$ cat src/rtl/fp_mul_pipe.sv
// Three-stage pipelined IEEE-754 multiplier (default binary16) with valid/ready
// backpressure, RNE/RTZ rounding, full subnormal support and exception flags.
module fp_mul_pipe #(
  parameter int EXP_W = 5,
  parameter int MAN_W = 10
) (
  input  logic                   clk,
  input  logic                   rst_n,
  input  logic                   in_valid,
  output logic                   in_ready,
  input  logic [EXP_W+MAN_W:0]   in_a,
  input  logic [EXP_W+MAN_W:0]   in_b,
  input  logic                   rnd_mode,
  output logic                   out_valid,
  input  logic                   out_ready,
  output logic [EXP_W+MAN_W:0]   out_p,
  output logic [3:0]             out_flags
);
  localparam int W    = 1 + EXP_W + MAN_W;
  localparam int EW2  = EXP_W + 2;
  localparam int PW   = 2 * MAN_W + 2;
  localparam int BIAS = (1 << (EXP_W - 1)) - 1;
  localparam int EMAX = (1 << EXP_W) - 1;

  logic adv;
  assign adv      = ~out_valid | out_ready;
  assign in_ready = adv;

  // ---------------- S1: unpack and special-case decode ----------------
  logic [W-1:0]     op [2];
  logic [1:0]       sign_op, zero_op, inf_op, nan_op, snan_op;
  logic [EXP_W-1:0] eexp_op [2];
  logic [MAN_W:0]   man_op [2];

  assign op[0] = in_a;
  assign op[1] = in_b;

  genvar gi;
  generate
    for (gi = 0; gi < 2; gi++) begin : g_unpack
      logic [EXP_W-1:0] ef;
      logic [MAN_W-1:0] ff;
      assign ef            = op[gi][W-2 -: EXP_W];
      assign ff            = op[gi][MAN_W-1:0];
      assign sign_op[gi]   = op[gi][W-1];
      assign zero_op[gi]   = (ef == '0) && (ff == '0);
      assign inf_op[gi]    = (&ef) && (ff == '0);
      assign nan_op[gi]    = (&ef) && (ff != '0);
      assign snan_op[gi]   = nan_op[gi] && !ff[MAN_W-1];
      // Subnormals share the minimum exponent but lose the hidden bit.
      assign eexp_op[gi]   = (ef == '0) ? EXP_W'(1) : ef;
      assign man_op[gi]    = {ef != '0, ff};
    end
  endgenerate

  logic                  s1_sign_next, s1_spec_next, s1_inv_next;
  logic [W-1:0]          s1_spec_p_next;
  logic signed [EW2-1:0] s1_exp_next;
  logic                  inv_mul;

  assign inv_mul      = (inf_op[0] & zero_op[1]) | (zero_op[0] & inf_op[1]);
  assign s1_sign_next = sign_op[0] ^ sign_op[1];
  assign s1_exp_next  = EW2'(int'(eexp_op[0]) + int'(eexp_op[1]) - BIAS);

  always_comb begin
    s1_spec_next   = 1'b0;
    s1_inv_next    = 1'b0;
    s1_spec_p_next = '0;
    if ((|nan_op) || inv_mul) begin
      s1_spec_next   = 1'b1;
      s1_inv_next    = (|snan_op) || inv_mul;
      s1_spec_p_next = {1'b0, {EXP_W{1'b1}}, 1'b1, {(MAN_W-1){1'b0}}};
    end else if (|inf_op) begin
      s1_spec_next   = 1'b1;
      s1_spec_p_next = {s1_sign_next, {EXP_W{1'b1}}, {MAN_W{1'b0}}};
    end else if (|zero_op) begin
      s1_spec_next   = 1'b1;
      s1_spec_p_next = {s1_sign_next, {(W-1){1'b0}}};
    end
  end

  logic                  s1_valid_reg, s1_sign_reg, s1_spec_reg, s1_inv_reg, s1_rnd_reg;
  logic [W-1:0]          s1_spec_p_reg;
  logic signed [EW2-1:0] s1_exp_reg;
  logic [MAN_W:0]        s1_ma_reg, s1_mb_reg;

  // ---------------- S2: mantissa product and bounded normalise ----------------
  logic [PW-1:0]         prod;
  logic [PW-1:0]         s2_man_next;
  logic signed [EW2-1:0] s2_exp_next;
  int                    lz, lim, kshift, esum;

  assign prod = PW'(s1_ma_reg) * PW'(s1_mb_reg);

  always_comb begin
    lz = PW;
    for (int i = 0; i < PW; i++) begin
      if (prod[i]) lz = PW - 1 - i;
    end
    esum = int'(s1_exp_reg);
    // Leading one sits at the top bit with exponent esum+1; never shift below exponent 1.
    lim         = (esum > 0) ? esum : 0;
    kshift      = (lz < lim) ? lz : lim;
    s2_man_next = prod << kshift;
    s2_exp_next = EW2'(esum + 1 - kshift);
  end

  logic                  s2_valid_reg, s2_sign_reg, s2_spec_reg, s2_inv_reg, s2_rnd_reg;
  logic [W-1:0]          s2_spec_p_reg;
  logic signed [EW2-1:0] s2_exp_reg;
  logic [PW-1:0]         s2_man_reg;

  // ---------------- S3: denormalise, round, pack ----------------
  int              en, sh, ebase, er;
  logic [2*PW-1:0] wide;
  logic [PW-1:0]   ms;
  logic [MAN_W:0]  kept;
  logic [MAN_W+1:0] mr;
  logic [MAN_W-1:0] frac_r;
  logic            g_bit, r_bit, s_bit, inc, tiny, lost, normal, ovf;
  logic [W-1:0]    p_next;
  logic [3:0]      flags_next;

  always_comb begin
    en = int'(s2_exp_reg);
    sh = (en < 1) ? (1 - en) : 0;
    if (sh > PW + 1) sh = PW + 1;
    wide  = {s2_man_reg, {PW{1'b0}}} >> sh;
    ms    = wide[2*PW-1:PW];
    kept  = ms[PW-1 -: MAN_W+1];
    g_bit = ms[MAN_W];
    r_bit = ms[MAN_W-1];
    s_bit = (|ms[MAN_W-2:0]) | (|wide[PW-1:0]);
    inc   = !s2_rnd_reg && g_bit && (r_bit || s_bit || kept[0]);
    mr    = {1'b0, kept} + (MAN_W+2)'(inc);
    tiny  = !ms[PW-1];
    lost  = g_bit | r_bit | s_bit;
    ebase = (en < 1) ? 1 : en;
    if (mr[MAN_W+1]) begin
      er     = ebase + 1;
      frac_r = mr[MAN_W:1];
      normal = 1'b1;
    end else begin
      er     = ebase;
      frac_r = mr[MAN_W-1:0];
      normal = mr[MAN_W];
    end
    ovf = normal && (er >= EMAX);

    if (s2_spec_reg) begin
      p_next     = s2_spec_p_reg;
      flags_next = {s2_inv_reg, 3'b000};
    end else if (ovf) begin
      p_next     = s2_rnd_reg ? {s2_sign_reg, EXP_W'(EMAX - 1), {MAN_W{1'b1}}}
                              : {s2_sign_reg, {EXP_W{1'b1}}, {MAN_W{1'b0}}};
      flags_next = 4'b0101;
    end else begin
      p_next     = {s2_sign_reg, normal ? EXP_W'(er) : {EXP_W{1'b0}}, frac_r};
      flags_next = {2'b00, tiny & lost, lost};
    end
  end

  // Every stage moves together on adv, so a stalled output freezes the whole pipe.
  always_ff @(posedge clk) begin
    if (!rst_n) begin
      s1_valid_reg <= 1'b0;
      s2_valid_reg <= 1'b0;
      out_valid    <= 1'b0;
      out_p        <= '0;
      out_flags    <= '0;
    end else if (adv) begin
      s1_valid_reg  <= in_valid;
      s1_sign_reg   <= s1_sign_next;
      s1_exp_reg    <= s1_exp_next;
      s1_ma_reg     <= man_op[0];
      s1_mb_reg     <= man_op[1];
      s1_spec_reg   <= s1_spec_next;
      s1_spec_p_reg <= s1_spec_p_next;
      s1_inv_reg    <= s1_inv_next;
      s1_rnd_reg    <= rnd_mode;

      s2_valid_reg  <= s1_valid_reg;
      s2_sign_reg   <= s1_sign_reg;
      s2_exp_reg    <= s2_exp_next;
      s2_man_reg    <= s2_man_next;
      s2_spec_reg   <= s1_spec_reg;
      s2_spec_p_reg <= s1_spec_p_reg;
      s2_inv_reg    <= s1_inv_reg;
      s2_rnd_reg    <= s1_rnd_reg;

      out_valid     <= s2_valid_reg;
      out_p         <= p_next;
      out_flags     <= flags_next;
    end
  end
endmodule
$ cat config.mk
export PLATFORM = sky130hd
export DESIGN_NAME = fp_mul_pipe
export DESIGN_NICKNAME = d
export VERILOG_FILES = /design/src/rtl/fp_mul_pipe.sv
export SDC_FILE = /design/constraint.sdc
export NUM_CORES = 1
export LEC_CHECK = 0
export CAP_MARGIN = 20
export CORE_UTILIZATION = 50
export DETAILED_ROUTE_END_ITERATION = 10
export PLACE_DENSITY = 0.66
export SLEW_MARGIN = 20
export SYNTH_ARGS = -nofsm -noshare
export SYNTH_HDL_FRONTEND = slang
export SYNTH_SLANG_ARGS = --single-unit
$ cat constraint.sdc
create_clock -name clk -period 12.45 [get_ports clk]
set_clock_uncertainty 0.05 [all_clocks]
set_input_delay 2.49 -clock clk [delete_from_list [all_inputs] [get_ports clk]]
set_output_delay 2.49 -clock clk [all_outputs]
set_load 0.01 [all_outputs]
* After elaboration in Yosys (flattened, before gate mapping)
Cells that the tools add are included.
Word-level totals: bits of input ports 37, output and inout port bits 22, bits in registers 121
Cells by class: multipliers 1, shifts and indexed selects 2, add/sub/neg operators 7, bitwise operators 10, muxes and demuxes 41, reduce and logical (&&, ||, !) cells 37, $lt $le $gt $ge 5
Operator list (number):
- 32-bit 2-to-1 mux | 27
- 16-bit 2-to-1 mux | 3
- 44-bit by 32-bit right shift with 44-bit output | 1
- 32-bit by 2-bit adder with 32-bit output, second input constant | 1
- 32-bit by 6-bit >= comparator with 1-bit output, second input constant | 1
- 32-bit by 6-bit > comparator with 1-bit output, second input constant | 1
- 32-bit < comparator | 1
- 22-bit by 32-bit left shift with 22-bit output | 1
- 11-bit by 11-bit multiplier with 22-bit output | 1
- 22-bit OR reduction | 1
- 10-bit zero test | 2
- 10-bit nonzero test | 2
- 15-bit 2-to-1 mux | 1
- 5-bit 2-to-1 mux | 3
- 11-bit by 1-bit adder with 12-bit output | 1
- 1-bit logical AND | 11
- 11-bit 2-to-1 mux | 1
- 5-bit zero test | 2
- 10-bit 2-to-1 mux | 1
- 5-bit AND reduction | 2
- 5-bit nonzero test | 2
- 9-bit OR reduction | 1
- 2-bit OR reduction | 4
- 2-bit by 7-bit subtractor with 8-bit output, first input constant | 1
- 18 further kinds | 31

* Logic depth before layout (Yosys ltp)
word-level depth 26, gate-level depth with buffers 39, gate-level depth less buffers 36

* Worst setup path after synthesis
No wires, ideal clock.
path kind register to register, from register s1_mb_reg[4], to register s2_exp_reg[6], data pin, setup time 0.260 ns, path slack 3.759 ns, data arrival time 8.381 ns, period minus slack after synthesis 8.691 ns, cell stages (with the launch flop) 35, cell sequence edfxtp_1 -> clkbuf_1 -> nand2_1 -> fa_1 -> fa_1 -> fa_1 -> fa_1 -> fa_1 -> inv_1 -> ha_1 -> buf_2 -> a211oi_2 -> o21ai_0 -> o211a_1 -> o32a_1 -> o22ai_1 -> o211ai_1 -> a2111oi_2 -> ha_1 -> a21o_1 -> a21o_1 -> a21oi_1 -> nand3_1 -> o21bai_1 -> nor3_1 -> or2_1 -> buf_6 -> inv_2 -> ha_1 -> ha_1 -> a21o_1 -> a21oi_1 -> o21bai_1 -> a21oi_1 -> xnor2_1
On the way: longest elaborated chain between the ends 22
Ends and longest elaborated chain:
- start, declared | RTL line 85 | logic [MAN_W:0] s1_ma_reg, s1_mb_reg;
- start signal, assigned | RTL line 176 | s1_mb_reg <= man_op[1];
- 11-bit by 11-bit multiplier with 22-bit output * | RTL line 93 | assign prod = PW'(s1_ma_reg) * PW'(s1_mb_reg);
- 32-bit 2-to-1 mux (17 in series) | RTL line 98 | if (prod[i]) lz = PW - 1 - i;
- 32-bit 2-to-1 mux * | RTL line 98
- 32-bit < comparator | RTL line 103 | kshift = (lz < lim) ? lz : lim;
- 32-bit 2-to-1 mux * | RTL line 103
- 7-bit subtractor * | RTL line 105 | s2_exp_next = EW2'(esum + 1 - kshift);
- net s2_exp_next[6] | RTL line 90 | logic signed [EW2-1:0] s2_exp_next;
- end signal, assigned | RTL line 184 | s2_exp_reg <= s2_exp_next;
- end, declared | RTL line 110 | logic signed [EW2-1:0] s2_exp_reg;
Mark *: on every way through the listed nets, which the timed path passes. The rest lies on a longest branch. A chain may end at the register's enable or synchronous reset.

* Worst setup path after layout
from register s1_mb_reg[7], to register s2_exp_reg[6], data pin
On the way: longest elaborated chain between the ends 19
Ends and longest elaborated chain (RTL line):
- 11-bit by 11-bit multiplier with 22-bit output * | 93
- 32-bit 2-to-1 mux (14 in series) | 98
- 32-bit 2-to-1 mux * | 98
- 32-bit < comparator | 103
- 32-bit 2-to-1 mux * | 103
- 7-bit subtractor * | 105
- net s2_exp_next[6] | 90
Marked as above.

==> results.txt <==
Status -> complete, no violations
Die width -> 157.1 um
Number of synthesized flops with an enable pin -> 72
Relative slew slack -> 29.15%
Slowest-stage cell, CP -> or2_1
Initial DRT Pass Iterations -> 5
Mapped cell area -> 0.01203 sq mm
Post-CTS Hold Fix Bufs -> 0
Vias in the first global route -> 9,427
Sequential area share after synthesis -> 21.81%
Root buf cell -> clkbuf_16
Clock Latency Late Sink -> 360 ps
Worst R2R Start -> s1_mb_reg[7]
Main synth FF type -> edfxtp_1
Initial antenna violation count -> 0
Final worst slack -> 2273 ps
CP Data Required Time -> 12,510 ps
Setup crit start kind -> flip-flop
Final net count -> 1,581
Setup TNS -> 0 ps
Critical path class -> flip-flop to flip-flop
DRC marker count from the first detailed-route iteration -> 686
Largest register FFs -> 22
Die Ht -> 157.1 um
Die ar. -> 0.02468 sq mm
Finished Layout Cells -> 1,692
Synth warn -> 0
Final HPWL DP -> 23.33 mm
Global route hottest layer -> met2
Antenna viol nets, final -> 0
Sink Count -> 95
Slew Viols, Final -> 0
Post_cts resized -> 0
Vias post-DR -> 9,815
Final Hold Viols -> 0
Flop-to-flop setup slack -> 2270 ps
TritonCTS Buffers -> 9
Row count -> 56
DRC violation count after routing -> 0
FF+latch count, synth -> 95
Clk buf depth -> 2
First-pass GRT wire length -> 48.16 mm
Synth Instances -> 1,356
Worst-margin pin slew -> 1063 ps
CP endpoint kind -> flip-flop
TritonCTS clock tree -> built
Crit path DAT -> 10,240 ps
Layout cells sized above 1 -> 5.972%
Min Tclk post-route -> 10,180 ps
CP max stage delay -> 780 ps
Initial Util -> 51.08%
Pre-CTS WS -> 2346 ps
Diodes inserted -> 0
Post-CTS Setup Inserts -> 0
Placed cells -> 1,676
R2R cell count -> 32
Most frequent CP cell -> fa_1
Met1 usage -> 36.49%
I/O pin cnt -> 59
Crit-path max FO -> 23
RSZ-0062 raised after global routing -> false
Total GRT Usage -> 24.68%
Met3 Use GR -> 3.166%
Netlist cell types -> 106
Drt total wl -> 29.24 mm
Final Setup Violations -> 0
Fmax -> 98.26 MHz
Core area -> 0.02354 sq mm
GP Congestion -> 0.9054
Synth Area per Inst -> 8.869 sq um
Htree depth -> 3
Design Area, Final -> 0.01305 sq mm
Hold Path Depth -> 0
Drt wl/cell -> 17.28 um
Area Growth Syn to Fin -> 8.531%
Most frequent cells in the layout -> inv_1 (132), nand2_1 (125), ha_1 (94)
Leading cell type in the layout, fill and taps excluded -> inv_1
Hold path start -> s1_inv_reg
HP Class -> flip-flop to flip-flop
Final period util -> 81.74%
GR Util met2 -> 37.90%
Min-Delay Endpoint -> s2_inv_reg
PortBufs -> 58
Area after DPL -> 0.01273 sq mm
Clock-pin slew on the worst setup and hold paths -> 90 ps
R2R Path End -> s2_exp_reg[6]
FFs w/ async S/R, synth -> 0%
Drt via density -> 5.801
Largest net degree at the start of global routing -> 59
Max-cap violations -> 0
GRT overflow -> 0
==> area by class of cell <==
type                    instances  area (sq um)
well taps                     319         399.1
fillers                      2194         10490
clock buffers                   9         225.2
multi-input cells            1066          8602
flip-flops and latches         95          2623
inverters                     135         506.7
clock inverters                 7         93.84
repair buffers                 61         603.1
==> worst max-delay path by stage <==
| stage | startpoint | endpoint | slack (ps) | cells past startpoint |
|---|---|---|---|---|
| finish | s1_mb_reg[7] | s2_exp_reg[6] | 2270 | 32 |
| global route | s1_mb_reg[7] | s2_exp_reg[6] | 1610 | 31 |
| CTS | s1_mb_reg[10] | s2_exp_reg[6] | 2330 | 31 |
| detailed placement | s1_ma_reg[8] | s2_exp_reg[6] | 2350 | 32 |
| global placement | s1_mb_reg[7] | s2_exp_reg[6] | 2580 | 32 |
| floorplan | s1_mb_reg[4] | s2_exp_reg[6] | 3760 | 34 |
==> cell families after synthesis <==
kind of cell | after synthesis | share of synthesized area [%]
multiplexers | 71 | 6.669
other | 2 | 0.06245
XOR/XNOR | 45 | 3.277
flip-flops | 95 | 21.81
adder cells (fa/ha/maj) | 176 | 23.43
AND/OR/NAND/NOR | 451 | 19.16
AO/OA/AOI/OAI | 309 | 18.44
buffers and inverters | 207 | 7.158
==> per-stage QoR <==
step / utilization [%] / hold slack, ps
floorplan: - / 350.3
global placement: 54.09 / 352.1
detailed placement: 54.09 / 355.7
CTS: 55.44 / 376.9
global route: 55.44 / 379.1
finish: 55.44 / 375.1
==> routing by layer <==
layer	part of all wire [%]	wire, um
met3	4.6	1356
met2	44	12770
met1	50	14630
met4	1.7	484
met5	0	0
==> critical path, delay by kind of cell, from the launching register on <==
| kind | cells | cell delay, ps |
|---|---|---|
| adders and majority gates | 9 | 3980 |
| AOI/OAI and AO/OA | 13 | 2680 |
| and+or+nand+nor | 5 | 1770 |
| DFF | 1 | 570 |
| muxes | 1 | 400 |
| buffers and inverters | 3 | 380 |
| xor gates and xnor gates | 1 | 80 |
==> cell usage after synthesis (all sizes together) (5+ instances only) <==
cell type | number | area [sq um]
ha | 94 | 1176
nand4 | 8 | 50.05
or2 | 13 | 81.33
fa | 82 | 1642
nor4 | 11 | 68.82
inv | 134 | 503.0
o31ai | 6 | 50.05
clkbuf | 48 | 186.4
nor2b | 12 | 75.07
nand2 | 126 | 480.5
o211a | 8 | 80.08
o22ai | 13 | 81.33
a211oi | 17 | 152.7
edfxtp | 72 | 2162
dfxtp | 23 | 460.4
a21o | 20 | 150.1
o22a | 6 | 52.55
nand2b | 10 | 70.06
a21boi | 9 | 67.56
and3 | 11 | 73.82
o211ai | 19 | 142.6
and2 | 89 | 559.3
nor3 | 28 | 167.7
nor2 | 85 | 321.6
a21oi | 68 | 344.1
buf | 24 | 167.6
mux2i | 53 | 546.8
nand3 | 36 | 180.2
a31oi | 11 | 68.82
xor2 | 18 | 157.7
xnor2 | 27 | 236.5
a211o | 6 | 52.55
or3 | 10 | 62.56
o21ai | 51 | 277.8
o21a | 10 | 75.07
o21bai | 5 | 37.54
o221ai | 7 | 61.31
mux2 | 14 | 165.2
Power is not shown: default switching activity piles up to over one toggle a cycle in this logic, so the estimate is an artifact.
